===== src/rtl/life_grid_renderer_if.sv =====
// Cell-store read port and VGA plot port between the Life renderer and its neighbours.
// Both strobes are valid-only: no ready/backpressure, the receiver must accept every cycle.
interface life_grid_renderer_if;
    logic       cell_rd;
    logic [7:0] cell_raddr_x;
    logic [6:0] cell_raddr_y;
    logic       cell_rdata;
    logic [7:0] x;
    logic [6:0] y;
    logic [2:0] colour;
    logic       writeEn;

    modport master (
        output cell_rd, cell_raddr_x, cell_raddr_y, x, y, colour, writeEn,
        input  cell_rdata
    );

    modport slave (
        input  cell_rd, cell_raddr_x, cell_raddr_y, x, y, colour, writeEn,
        output cell_rdata
    );
endinterface


===== src/rtl/life_grid_renderer.sv =====
// Raster-scans the Life cell store and streams one colour-mapped pixel per cell to the adapter.
// Pipe: address issue -> cell_rdata returns -> registered pixel write (read-to-plot latency 2).
module life_grid_renderer #(
    parameter int WIDTH  = 160,
    parameter int HEIGHT = 120
) (
    input  logic                        clock,
    input  logic                        reset_n,
    input  logic                        start,
    input  logic                        abort,
    input  logic [2:0]                  alive_colour,
    input  logic [2:0]                  dead_colour,
    life_grid_renderer_if.master        bus,
    output logic                        busy,
    output logic                        done,
    output logic [1:0]                  dbg_state
);
    localparam logic [7:0] X_LAST = 8'(WIDTH - 1);
    localparam logic [6:0] Y_LAST = 7'(HEIGHT - 1);

    typedef enum logic [1:0] {
        IDLE  = 2'd0,
        SCAN  = 2'd1,
        DRAIN = 2'd2,
        DONE  = 2'd3
    } state_t;

    state_t     state;
    state_t     state_nxt;
    logic       drain_cnt;
    logic       rd_en;
    logic       last_addr;
    logic       kill;
    logic [7:0] rd_x;
    logic [6:0] rd_y;
    logic [2:0] alive_q;
    logic [2:0] dead_q;
    logic       p_valid;
    logic [7:0] p_x;
    logic [6:0] p_y;
    logic       px_we;
    logic [7:0] px_x;
    logic [6:0] px_y;
    logic [2:0] px_colour;

    assign last_addr = (rd_x == X_LAST) && (rd_y == Y_LAST);
    // Abort only matters while a frame is in flight; in IDLE/DONE it is ignored.
    assign kill      = abort && ((state == SCAN) || (state == DRAIN));

    always_ff @(posedge clock or negedge reset_n) begin
        if (!reset_n) begin
            state     <= IDLE;
            drain_cnt <= 1'b0;
        end else begin
            state     <= state_nxt;
            drain_cnt <= (state == DRAIN);
        end
    end

    always_comb begin
        state_nxt = state;
        unique case (state)
            IDLE:  if (start) state_nxt = SCAN;
            SCAN: begin
                if (abort)          state_nxt = IDLE;
                else if (last_addr) state_nxt = DRAIN;
            end
            DRAIN: begin
                if (abort)          state_nxt = IDLE;
                else if (drain_cnt) state_nxt = DONE;
            end
            DONE:  state_nxt = IDLE;
        endcase
    end

    always_comb begin
        rd_en     = (state == SCAN);
        busy      = (state == SCAN) || (state == DRAIN);
        done      = (state == DONE);
        dbg_state = state;
    end

    always_ff @(posedge clock or negedge reset_n) begin
        if (!reset_n) begin
            rd_x    <= 8'd0;
            rd_y    <= 7'd0;
            alive_q <= 3'd0;
            dead_q  <= 3'd0;
        end else if ((state == IDLE) && start) begin
            rd_x    <= 8'd0;
            rd_y    <= 7'd0;
            alive_q <= alive_colour;
            dead_q  <= dead_colour;
        end else if ((state == SCAN) && !abort && !last_addr) begin
            if (rd_x == X_LAST) begin
                rd_x <= 8'd0;
                rd_y <= rd_y + 7'd1;
            end else begin
                rd_x <= rd_x + 8'd1;
            end
        end
    end

    // Coordinates ride alongside the read so each returned cell lands on its own pixel.
    always_ff @(posedge clock or negedge reset_n) begin
        if (!reset_n) begin
            p_valid   <= 1'b0;
            p_x       <= 8'd0;
            p_y       <= 7'd0;
            px_we     <= 1'b0;
            px_x      <= 8'd0;
            px_y      <= 7'd0;
            px_colour <= 3'd0;
        end else begin
            p_valid <= rd_en && !kill;
            if (rd_en) begin
                p_x <= rd_x;
                p_y <= rd_y;
            end
            px_we <= p_valid && !kill;
            if (p_valid && !kill) begin
                px_x      <= p_x;
                px_y      <= p_y;
                px_colour <= bus.cell_rdata ? alive_q : dead_q;
            end
        end
    end

    assign bus.cell_rd      = rd_en;
    assign bus.cell_raddr_x = rd_x;
    assign bus.cell_raddr_y = rd_y;
    assign bus.writeEn      = px_we;
    assign bus.x            = px_x;
    assign bus.y            = px_y;
    assign bus.colour       = px_colour;
endmodule


===== src/flat_wrapper.sv =====
// flat-port wrapper written by rule: the top's interface ports become plain ports
module life_grid_renderer_flat 
#(
    parameter int WIDTH  = 160,
    parameter int HEIGHT = 120
)
  (clock, reset_n, start, abort, alive_colour, dead_colour, busy, done, dbg_state, bus_cell_rd, bus_cell_raddr_x, bus_cell_raddr_y, bus_x, bus_y, bus_colour, bus_writeEn, bus_cell_rdata);
  life_grid_renderer_if bus_i ();
  input  logic clock;
  input  logic reset_n;
  input  logic start;
  input  logic abort;
  input  logic [2:0] alive_colour;
  input  logic [2:0] dead_colour;
  output logic busy;
  output logic done;
  output logic [1:0] dbg_state;
  output wire logic [$bits(bus_i.cell_rd)-1:0] bus_cell_rd;
  output wire logic [$bits(bus_i.cell_raddr_x)-1:0] bus_cell_raddr_x;
  output wire logic [$bits(bus_i.cell_raddr_y)-1:0] bus_cell_raddr_y;
  output wire logic [$bits(bus_i.x)-1:0] bus_x;
  output wire logic [$bits(bus_i.y)-1:0] bus_y;
  output wire logic [$bits(bus_i.colour)-1:0] bus_colour;
  output wire logic [$bits(bus_i.writeEn)-1:0] bus_writeEn;
  input wire logic [$bits(bus_i.cell_rdata)-1:0] bus_cell_rdata;
  assign bus_cell_rd = bus_i.cell_rd;
  assign bus_cell_raddr_x = bus_i.cell_raddr_x;
  assign bus_cell_raddr_y = bus_i.cell_raddr_y;
  assign bus_x = bus_i.x;
  assign bus_y = bus_i.y;
  assign bus_colour = bus_i.colour;
  assign bus_writeEn = bus_i.writeEn;
  assign bus_i.cell_rdata = bus_cell_rdata;
  life_grid_renderer #(.WIDTH(WIDTH), .HEIGHT(HEIGHT)) u_core (.clock(clock), .reset_n(reset_n), .start(start), .abort(abort), .alive_colour(alive_colour), .dead_colour(dead_colour), .bus(bus_i), .busy(busy), .done(done), .dbg_state(dbg_state));
endmodule

===== config.mk =====
export PLATFORM = sky130hd
export DESIGN_NAME = life_grid_renderer_flat
export DESIGN_NICKNAME = d
export VERILOG_FILES = /design/src/rtl/life_grid_renderer_if.sv /design/src/rtl/life_grid_renderer.sv /design/src/flat_wrapper.sv
export SDC_FILE = /design/constraint.sdc
export NUM_CORES = 1
export LEC_CHECK = 0
export ABC_CLOCK_PERIOD_IN_PS = 3880
export CORE_MARGIN = 2
export CORE_UTILIZATION = 55
export DETAILED_ROUTE_END_ITERATION = 16
export PLACE_DENSITY = 0.84
export SYNTH_ARGS = -nofsm -noshare
export SYNTH_HDL_FRONTEND = slang
export SYNTH_SLANG_ARGS = --single-unit

===== constraint.sdc =====
create_clock -name clock -period 3.88 [get_ports clock]
set_input_delay 0.388 -clock clock [delete_from_list [all_inputs] [get_ports clock]]
set_output_delay 0.388 -clock clock [all_outputs]
set_load 0.05 [all_outputs]

==> run summary, run 1 <==
Data arrival time of the worst path: 2.40 ns
Final setup violation count: 0
Clock tree from TritonCTS: built
Most instantiated flip-flop cell in the synthesis netlist: sky130_fd_sc_hd__dfrtp_1
WP buf/inv: 3
Kind of critical path: reg2out
Horizontal extent of the die: 72.6 µm
XOR/XNOR share of the synthesized area: 0.0203
Count of mapped cells out of synthesis: 211
Layout-stage area growth over the synthesis result: 28.2%
Placed Area: 3140 µm²
Layout Cells excl Fill: 324
Number of hold-repair buffers added at the cts stage: 0
Global-route wire length before repair: 8530 µm
Mapped Nets: 229
Total Negative Setup Slacks: 0 ns
Crit path max-delay cell type: sky130_fd_sc_hd__clkdlybuf4s50_1
Leakage component of the power: 0.00153 µW
Worst relative slew slack: 0.500
Most Crowded Layer GR: met2
Routed vias: 1807
Max clock buf depth: 2
Minimum clock period: 2.79 ns
Port-buffer cells: 49
Unrepaired setup endpoints after global routing: false
Critical path launch point type: register
Clk root buf: sky130_fd_sc_hd__clkbuf_8
DR DRC count: 0
Number of enable flip-flop cells after synthesis: 0
Worst hold slack across all endpoints: 0.195 ns
Type of element capturing the critical path: primary output
Number of synthesized register bits: 59
Post-route cell area: 3320 µm²
Average cell area after synthesis: 12.3 µm²
Classification of the worst-slack hold path: in2async
Effective utilization at floorplan: 0.583
Final-stage net count: 286
DRC marker count from the first detailed-route iteration: 75
Fraction of layout instances using a drive strength above 1: 0.228
Worst endpoint required time: 3.49 ns
Clock insertion delay at the later pin of the skew report: 0.33 ns
Detailed-router iteration count before antenna repair: 4
Fraction of registers with async set or reset after synthesis: 1.00
Total routing resource utilization after global routing: 0.215
Remaining global-route overflow: 0
Placer Congestion: 0.855
Simple-gate share of the synthesized area: 0.152
Antenna-violating nets left: 0
Power per cell area: 673 nW/µm²
Max Cap Violations: 0
Met3 track demand over resource: 0.0442
Mux share of post-synthesis cell area: 0.150
I/O pins: 50
Maximum number of pins on one net before global-route repair: 60
Sequential area share after synthesis: 0.570
Number of failing hold endpoints at the final stage: 0
M2 GR Usage: 0.342
Largest fanout on the critical path: 10
Placed Cells incl. Taps: 309
Share of the cycle needed by the critical path after routing: 0.719
Number of synthesis warnings: 0
Total wire length: 4960 µm
Cell Rows: 24
Half-perimeter wire length after placement: 3440 µm
Diodes inserted: 0
Die Height: 72.6 µm
CTS Buf Count: 9
Number of vias per cell after detailed routing: 5.58
Number of antenna violations at the first check in global routing: 0
Area inside the core boundary: 4440 µm²
Max Transition Viols Final: 0
Final design utilization: 0.748
Worst vdd ir: 678 µV
Met1 usage in global routing: 0.277
Worst-case clock skew: 0.00469 ns
Top cell family by delay on the critical path: buffers and inverters
Clock transition time at the flip-flop clock pins of the worst setup and hold paths: 0.06 ns
Die ar.: 5280 µm²
Slew at the pin closest to its max-slew limit: 0.750 ns
Synth Area in Compound Gates: 0.0608
Vias in the first global route: 1819
Final routed wire length divided by cell count: 15.3 µm
Distinct cell type count of the synthesized netlist: 37
Combinational family with the most area after synthesis: simple AND/OR/NAND/NOR gates
Peak per-stage delay on the critical path: 0.82 ns
Critical Path, Cell by Cell: inv_1, ha_1, buf_4, clkdlybuf4s50_1
Post-synthesis adder-cell area fraction: 0.0338
Clock net sink count: 59
Post-synth design cell area: 2590 µm²
Resize count post-CTS: 0
H-tree Lvls: 3
Max frequency: 359 MHz
Post-CTS setup buffers: 0
Run status: completed
## through the flow
| stage | total power [µW] | setup slack (ns) |
|---|---|---|
| 2_1_floorplan | 1460 | 1.20 |
| 4_1_cts | 2250 | 1.07 |
| 6_report | 2240 | 1.09 |
| 3_3_place_gp | 1730 | 1.47 |
| 3_5_place_dp | 1740 | 1.45 |
| 5_1_grt | 2340 | 0.997 |
## where the power goes
part           switching (µW)  internal (µW)  total [µW]
clock network             220            278         498
registers                84.1            726         810
logic                     585            341         927
## cells in the mapped netlist, types with 2 or more instances
cell,instances,area [µm²]
sky130_fd_sc_hd__clkbuf_1,4,15.0
sky130_fd_sc_hd__or3_2,2,15.0
sky130_fd_sc_hd__o21ai_0,8,40.0
sky130_fd_sc_hd__mux2_2,31,349
sky130_fd_sc_hd__nand2b_1,5,31.3
sky130_fd_sc_hd__a21boi_0,2,15.0
sky130_fd_sc_hd__xnor2_1,6,52.6
sky130_fd_sc_hd__or3_1,4,25.0
sky130_fd_sc_hd__nor3_1,3,15.0
sky130_fd_sc_hd__a21oi_1,12,60.1
sky130_fd_sc_hd__dfrtp_1,59,1480
sky130_fd_sc_hd__nand2_1,23,86.3
sky130_fd_sc_hd__inv_1,3,11.3
sky130_fd_sc_hd__nor2_1,11,41.3
sky130_fd_sc_hd__mux2i_1,4,40.0
sky130_fd_sc_hd__nand4_1,5,31.3
sky130_fd_sc_hd__ha_1,7,87.6
sky130_fd_sc_hd__nand3_1,3,15.0
## final timing paths
check / from / endpoint / slack [ns] / cells past startpoint
min reg2reg: u_core.dead_q[1] / u_core.dead_q[1] / 0.48 / 2
max in group asynchronous: reset_n / u_core.p_x[1] / 3.21 / 2
max reg2reg: u_core.dbg_state[1] / u_core.bus.cell_raddr_y[2] / 1.59 / 7
max: u_core.dbg_state[1] / bus_cell_rd / 1.09 / 4
min: reset_n / u_core.bus.colour[1] / 0.20 / 2
min in group clock: u_core.dead_q[1] / u_core.dead_q[1] / 0.48 / 2
## layout by cell type, fill, tap and decap left out, types with 4 or more instances in the layout
cell	synthesis	layout
sky130_fd_sc_hd__a21oi_1	12	12
sky130_fd_sc_hd__clkbuf_8	0	12
sky130_fd_sc_hd__clkdlybuf4s50_1	0	48
sky130_fd_sc_hd__dfrtp_1	59	59
sky130_fd_sc_hd__ha_1	7	7
sky130_fd_sc_hd__mux2_2	31	31
sky130_fd_sc_hd__mux2i_1	4	4
sky130_fd_sc_hd__nand2_1	23	23
sky130_fd_sc_hd__nand2b_1	5	5
sky130_fd_sc_hd__nand4_1	5	5
sky130_fd_sc_hd__nor2_1	11	11
sky130_fd_sc_hd__o21ai_0	8	8
sky130_fd_sc_hd__or3_1	4	4
sky130_fd_sc_hd__xnor2_1	6	6
## layer usage
layer / vias up / wire length, µm / share of wire
li1: 852 / - / -
met1: 895 / 2220 / 0.45
met2: 50 / 2400 / 0.48
met3: 10 / 231 / 0.047
met4: 0 / 112 / 0.023
met5: - / 0 / 0
## state kept, by name, indices dropped and copies added (netlist names)
register                 cells
u_core.bus.colour            3
u_core.p_valid               1
u_core.bus.cell_raddr_y      7
u_core.alive_q               3
u_core.bus.cell_raddr_x      8
u_core.dead_q                3
u_core.p_x                   8
u_core.p_y                   7
u_core.dbg_state             2
u_core.bus.y                 7
u_core.drain_cnt             1
u_core.bus.writeEn           1
u_core.bus.x                 8
## area by class of cell
class	instances	area, µm²
tap	52	65.1
clock buffer	13	169
sequential	59	1480
multi-input combinational	143	1080
timing repair buffer	52	508
clock inverter	2	10.0
fill	305	1120
inverter	3	11.3
## logic make-up after synthesis
logic type,Yosys count
AO/OA/AOI/OAI,27
XOR/XNOR,6
adder cells (fa/ha/maj),7
buffers and inverters,9
flip-flops,59
multiplexers,35
AND/OR/NAND/NOR,68
Note: power is estimated with default switching activity, not from simulation.
==> inputs of run 2 (changes only) <==
--- a/config.mk
+++ b/config.mk
@@ -5,11 +5,11 @@
 export SDC_FILE = /design/constraint.sdc
 export NUM_CORES = 1
 export LEC_CHECK = 0
-export ABC_CLOCK_PERIOD_IN_PS = 3880
+export ABC_CLOCK_PERIOD_IN_PS = 2600
 export CORE_MARGIN = 2
-export CORE_UTILIZATION = 55
+export CORE_UTILIZATION = 51
 export DETAILED_ROUTE_END_ITERATION = 16
-export PLACE_DENSITY = 0.84
+export PLACE_DENSITY = 0.79
 export SYNTH_ARGS = -nofsm -noshare
 export SYNTH_HDL_FRONTEND = slang
 export SYNTH_SLANG_ARGS = --single-unit
==> constraint.sdc (replaced) <==
create_clock -name clock -period 2.6 [get_ports clock]
set_input_delay 0.26 -clock clock [delete_from_list [all_inputs] [get_ports clock]]
set_output_delay 0.26 -clock clock [all_outputs]
set_load 0.05 [all_outputs]
==> run 2 against run 1 <==
Combinational power grew 52%; utilization shrank 3.2 points; critical path type unchanged; setup slack lost 0.86 ns.
==> run summary, run 2 (same netlist as run 1, synthesis figures left out) <==
Run status: completed
Max Transition Viols Final: 0
Logic gate share of total power: 0.390
Most common cell after layout, fill and taps aside: sky130_fd_sc_hd__dfrtp_1
Clk root buf: sky130_fd_sc_hd__clkbuf_8
Power per cell area: 1050 nW/µm²
Post-CTS setup buffers: 0
Minimum clock period: 2.37 ns
Detailed-router iteration count before antenna repair: 4
Share of the cycle needed by the critical path after routing: 0.912
Routed vias: 1792
Placer Congestion: 0.826
Crit path max-delay cell type: sky130_fd_sc_hd__clkdlybuf4s50_1
Largest fanout on the critical path: 11
Type of element capturing the critical path: primary output
Worst setup slack before clock tree synthesis: 0.465 ns
Post-route cell area: 3450 µm²
CTS Buf Count: 9
Total wire length: 4960 µm
Unrepaired setup endpoints after global routing: false
Final-stage net count: 289
H-tree Lvls: 3
Antenna-violating nets left: 0
Max frequency: 422 MHz
Fraction of layout instances using a drive strength above 1: 0.246
Clock transition time at the flip-flop clock pins of the worst setup and hold paths: 0.06 ns
Classification of the worst-slack hold path: in2async
Diodes inserted: 0
Internal portion of total power: 2280 µW
Critical Path, Cell by Cell: inv_1, ha_2, clkdlybuf4s50_1
Die Height: 75.3 µm
WP buf/inv: 2
Top cell family by delay on the critical path: buffers and inverters
Proportion of power drawn by the clock network: 0.278
Worst-case clock skew: 0.00744 ns
Number of failing hold endpoints at the final stage: 0
Layout-stage area growth over the synthesis result: 33.0%
Horizontal extent of the die: 75.3 µm
Global-route wire length before repair: 8320 µm
Worst vdd ir: 1040 µV
Max clock buf depth: 2
Final setup violation count: 0
Power share of the sequential group: 0.332
Maximum number of pins on one net before global-route repair: 52
Final design utilization: 0.716
Total Negative Setup Slacks: 0 ns
Kind of critical path: reg2out
Final routed wire length divided by cell count: 14.4 µm
Leakage component of the power: 0.00157 µW
Vias in the first global route: 1783
Clock tree from TritonCTS: built
DR DRC count: 0
Max Cap Violations: 0
DRC marker count from the first detailed-route iteration: 78
Total routing resource utilization after global routing: 0.204
Half-perimeter wire length after placement: 3460 µm
Worst endpoint required time: 2.34 ns
Total of fill cells in the finished design: 365
Number of antenna violations at the first check in global routing: 0
Slew at the pin closest to its max-slew limit: 0.514 ns
Worst relative slew slack: 0.656
Placed Area: 3200 µm²
Resize count post-CTS: 0
Peak per-stage delay on the critical path: 0.87 ns
Number of vias per cell after detailed routing: 5.22
Final critical-path setup slack: 0.230 ns
Critical path launch point type: register
Data arrival time of the worst path: 2.11 ns
Remaining global-route overflow: 0
Clock net sink count: 59
Effective utilization at floorplan: 0.538
Area inside the core boundary: 4820 µm²
Most frequent cells in the layout: sky130_fd_sc_hd__dfrtp_1, sky130_fd_sc_hd__clkdlybuf4s50_1, sky130_fd_sc_hd__mux2_2
Die ar.: 5670 µm²
Worst hold slack across all endpoints: 0.324 ns
Port-buffer cells: 49
Switching power as a share of total power: 0.372
Number of hold-repair buffers added at the cts stage: 1
I/O pins: 50
Clock insertion delay at the later pin of the skew report: 0.34 ns
Power spent charging and discharging nets: 1350 µW
Cell Rows: 25
==> run 2: layer usage <==
metal	up-vias	track usage	wire (µm)
li1	862	-	-
met1	863	0.270	2260
met2	54	0.300	2270
met3	13	0.0602	314
met4	0	0.115	108
met5	-	0	0
==> run 2: final timing paths <==
path                                           from                    endpoint  slack, ns  depth (start not counted)
worst min register to register     u_core.dead_q[1]            u_core.dead_q[1]       0.48                          2
worst max-delay path            u_core.dbg_state[1]                 bus_cell_rd       0.23                          3
worst min-delay path                        reset_n        u_core.bus.colour[0]       0.32                          2
worst max register to register  u_core.dbg_state[1]  u_core.bus.cell_raddr_y[0]       0.46                          7
max in group asynchronous                   reset_n         u_core.dbg_state[1]       1.73                          3
min in group clock                  alive_colour[1]           u_core.alive_q[1]       0.44                          3
==> run 2: cell type report <==
cell class / count / area, µm² / area share
flip-flops and latches: 59 / 1480 / 0.429
multi-input cells: 143 / 1090 / 0.315
repair buffers: 55 / 546 / 0.158
clock buffers: 11 / 141 / 0.0410
clock inverters: 5 / 100 / 0.0290
inverters: 3 / 11.3 / 0.00327
well taps: 67 / 83.8 / 0.0243
==> run 2: power groups by stage <==
stage               sequential [µW]  clock (µW)  combinational (µW)
global placement               1220           0                1390
floorplan                      1500           0                 688
CTS                            1200        1030                1440
global route                   1220        1070                1520
detailed placement             1220           0                1420
finish                         1200        1010                1410
==> run 2: stage by stage <==
step / std cells / power, µW
2_1_floorplan: 211 / 2190
3_3_place_gp: 326 / 2610
3_5_place_dp: 326 / 2640
4_1_cts: 343 / 3670
5_1_grt: 343 / 3810
6_report: 343 / 3630
==> inputs of run 3 (changes only) <==
--- a/config.mk
+++ b/config.mk
@@ -7,9 +7,12 @@
 export LEC_CHECK = 0
 export ABC_CLOCK_PERIOD_IN_PS = 2600
 export CORE_MARGIN = 2
-export CORE_UTILIZATION = 51
+export CORE_UTILIZATION = 62
 export DETAILED_ROUTE_END_ITERATION = 16
-export PLACE_DENSITY = 0.79
+export DONT_BUFFER_PORTS = 1
+export PLACE_DENSITY = 0.78
+export SKIP_CTS_REPAIR_TIMING = 1
+export SLEW_MARGIN = 0
 export SYNTH_ARGS = -nofsm -noshare
 export SYNTH_HDL_FRONTEND = slang
 export SYNTH_SLANG_ARGS = --single-unit
==> run 3 against run 2 <==
Via count is 3.3% lower; count of clock-buffer cells in the layout is 1 higher; register-to-register slack about the same; clock power down 5%; non-clock buffer count shrank 33; maximum frequency grew 11%; sequential cell count did not move; critical endpoint is now u_core.bus.cell_raddr_y[5]; wire length up 14%; sequential power grew 13%; critical path type is now reg2reg; die area decreased by 17%; cell area decreased by 11%; sequential share of layout area is 5.5 points higher.
==> run summary, run 3 (same netlist as run 1, synthesis figures left out) <==
Cell Rows: 23
Peak per-stage delay on the critical path: 0.43 ns
Detailed-router iteration count before antenna repair: 4
Global-route wire length before repair: 9110 µm
Most frequent cells in the layout: sky130_fd_sc_hd__dfrtp_1, sky130_fd_sc_hd__mux2_2, sky130_fd_sc_hd__nand2_1
Total routing resource utilization after global routing: 0.278
Power consumption: 3470 µW
Clock net sink count: 59
Die Height: 68.7 µm
Antenna-violating nets left: 0
DRC marker count from the first detailed-route iteration: 154
Type of element capturing the critical path: register
Classification of the worst-slack hold path: in2reg
Clock insertion delay at the later pin of the skew report: 0.34 ns
Horizontal extent of the die: 68.7 µm
Layout-stage area growth over the synthesis result: 17.9%
Power per cell area: 1140 nW/µm²
WP buf/inv: 1
Unrepaired setup endpoints after global routing: false
Total Negative Setup Slacks: 0 ns
Final routed wire length divided by cell count: 19.3 µm
Half-perimeter wire length after placement: 3840 µm
Slew at the pin closest to its max-slew limit: 0.757 ns
Vias in the first global route: 1899
Max Transition Viols Final: 0
Area inside the core boundary: 4000 µm²
Final setup violation count: 0
Clock tree from TritonCTS: built
Number of failing hold endpoints at the final stage: 0
Maximum number of pins on one net before global-route repair: 60
Fraction of layout instances using a drive strength above 1: 0.342
Run status: completed
Minimum clock period: 2.14 ns
Worst endpoint required time: 2.86 ns
Placer Congestion: 0.817
Clk root buf: sky130_fd_sc_hd__clkbuf_8
H-tree Lvls: 3
I/O pins: 50
Number of vias per cell after detailed routing: 5.91
Effective utilization at floorplan: 0.648
Worst relative slew slack: 0.495
Remaining global-route overflow: 0
Largest fanout on the critical path: 8
Diodes inserted: 0
Max Cap Violations: 0
CTS Buf Count: 9
Total wire length: 5670 µm
Max clock buf depth: 2
Number of antenna violations at the first check in global routing: 0
Worst vdd ir: 959 µV
Most common cell after layout, fill and taps aside: sky130_fd_sc_hd__dfrtp_1
Clock transition time at the flip-flop clock pins of the worst setup and hold paths: 0.07 ns
Crit path max-delay cell type: sky130_fd_sc_hd__or3_1
Max frequency: 468 MHz
Routed vias: 1733
Top cell family by delay on the critical path: simple AND/OR/NAND/NOR gates
Port-buffer cells: 0
Critical Path, Cell by Cell: inv_1, ha_2, nor2b_1, nand3_1, or3_1, a21oi_1
Worst-case clock skew: 0.0102 ns
DR DRC count: 0
Data arrival time of the worst path: 2.40 ns
Final-stage net count: 256
Share of the cycle needed by the critical path after routing: 0.823
Critical path launch point type: register
Leakage component of the power: 0.00147 µW
Die ar.: 4710 µm²
Kind of critical path: reg2reg
run 3: cell count changes in the layout (fill, tap and decap cells not counted):
cell                              delta
sky130_fd_sc_hd__buf_4              +16
sky130_fd_sc_hd__clkbuf_8            +1
sky130_fd_sc_hd__bufinv_16           -1
sky130_fd_sc_hd__buf_12              -1
sky130_fd_sc_hd__buf_2               -1
sky130_fd_sc_hd__buf_16              +1
sky130_fd_sc_hd__clkinv_2            -1
sky130_fd_sc_hd__clkinvlp_4          +1
sky130_fd_sc_hd__clkdlybuf4s50_1    -48
run 3: routing by layer:
| metal | global-route usage | wire length [µm] | up-vias |
|---|---|---|---|
| met5 | 0 | 0 | - |
| li1 | - | - | 792 |
| met4 | 0.180 | 180 | 0 |
| met1 | 0.311 | 2230 | 868 |
| met3 | 0.0925 | 343 | 18 |
| met2 | 0.452 | 2910 | 55 |
run 3: cell type report:
class,instances,area (µm²)
sequential,59,1480
multi-input combinational,143,1090
fill,263,946
timing repair buffer,22,188
clock buffer,12,155
clock inverter,4,72.6
tap,50,62.6
inverter,3,11.3
run 3: worst register-to-register path, stage by stage (launching register included):
cell and delay, ns:
sky130_fd_sc_hd__dfrtp_2 0.40, sky130_fd_sc_hd__inv_1 0.13, sky130_fd_sc_hd__ha_2 0.33, sky130_fd_sc_hd__nor2b_1 0.38
sky130_fd_sc_hd__nand3_1 0.24, sky130_fd_sc_hd__or3_1 0.43, sky130_fd_sc_hd__a21oi_1 0.17
run 3: power by group:
| part | leakage [µW] | switching [µW] | internal, µW |
|---|---|---|---|
| clock | 0.000113 | 369 | 591 |
| combinational | 0.000568 | 752 | 398 |
| sequential | 0.000793 | 281 | 1080 |
| total | 0.00147 | 1400 | 2070 |
run 3: per-stage QoR:
step	worst slack, ns	hold WS [ns]	instance area [µm²]	cells	util
6_report	0.461	0.0184	3050	293	0.764
5_1_grt	0.324	0.0229	3050	293	0.764
4_1_cts	0.433	-0.403	3020	291	0.754
3_5_place_dp	0.473	-0.0344	2790	275	0.697
3_3_place_gp	0.625	-0.0343	2790	275	0.697
2_1_floorplan	0.154	-0.0356	2600	211	-
run 3: worst paths after layout:
| path | startpoint | end | slack, ns | cells after the start |
|---|---|---|---|---|
| max reg2reg | u_core.dbg_state[1] | u_core.bus.cell_raddr_y[5] | 0.46 | 6 |
| min reg2reg | u_core.alive_q[2] | u_core.alive_q[2] | 0.49 | 2 |
| min in group asynchronous | reset_n | u_core.p_y[6] | 0.45 | 2 |
| max in group asynchronous | reset_n | u_core.dbg_state[1] | 1.89 | 2 |
| max | u_core.dbg_state[1] | u_core.bus.cell_raddr_y[5] | 0.46 | 6 |
| min | abort | u_core.p_valid | 0.02 | 1 |
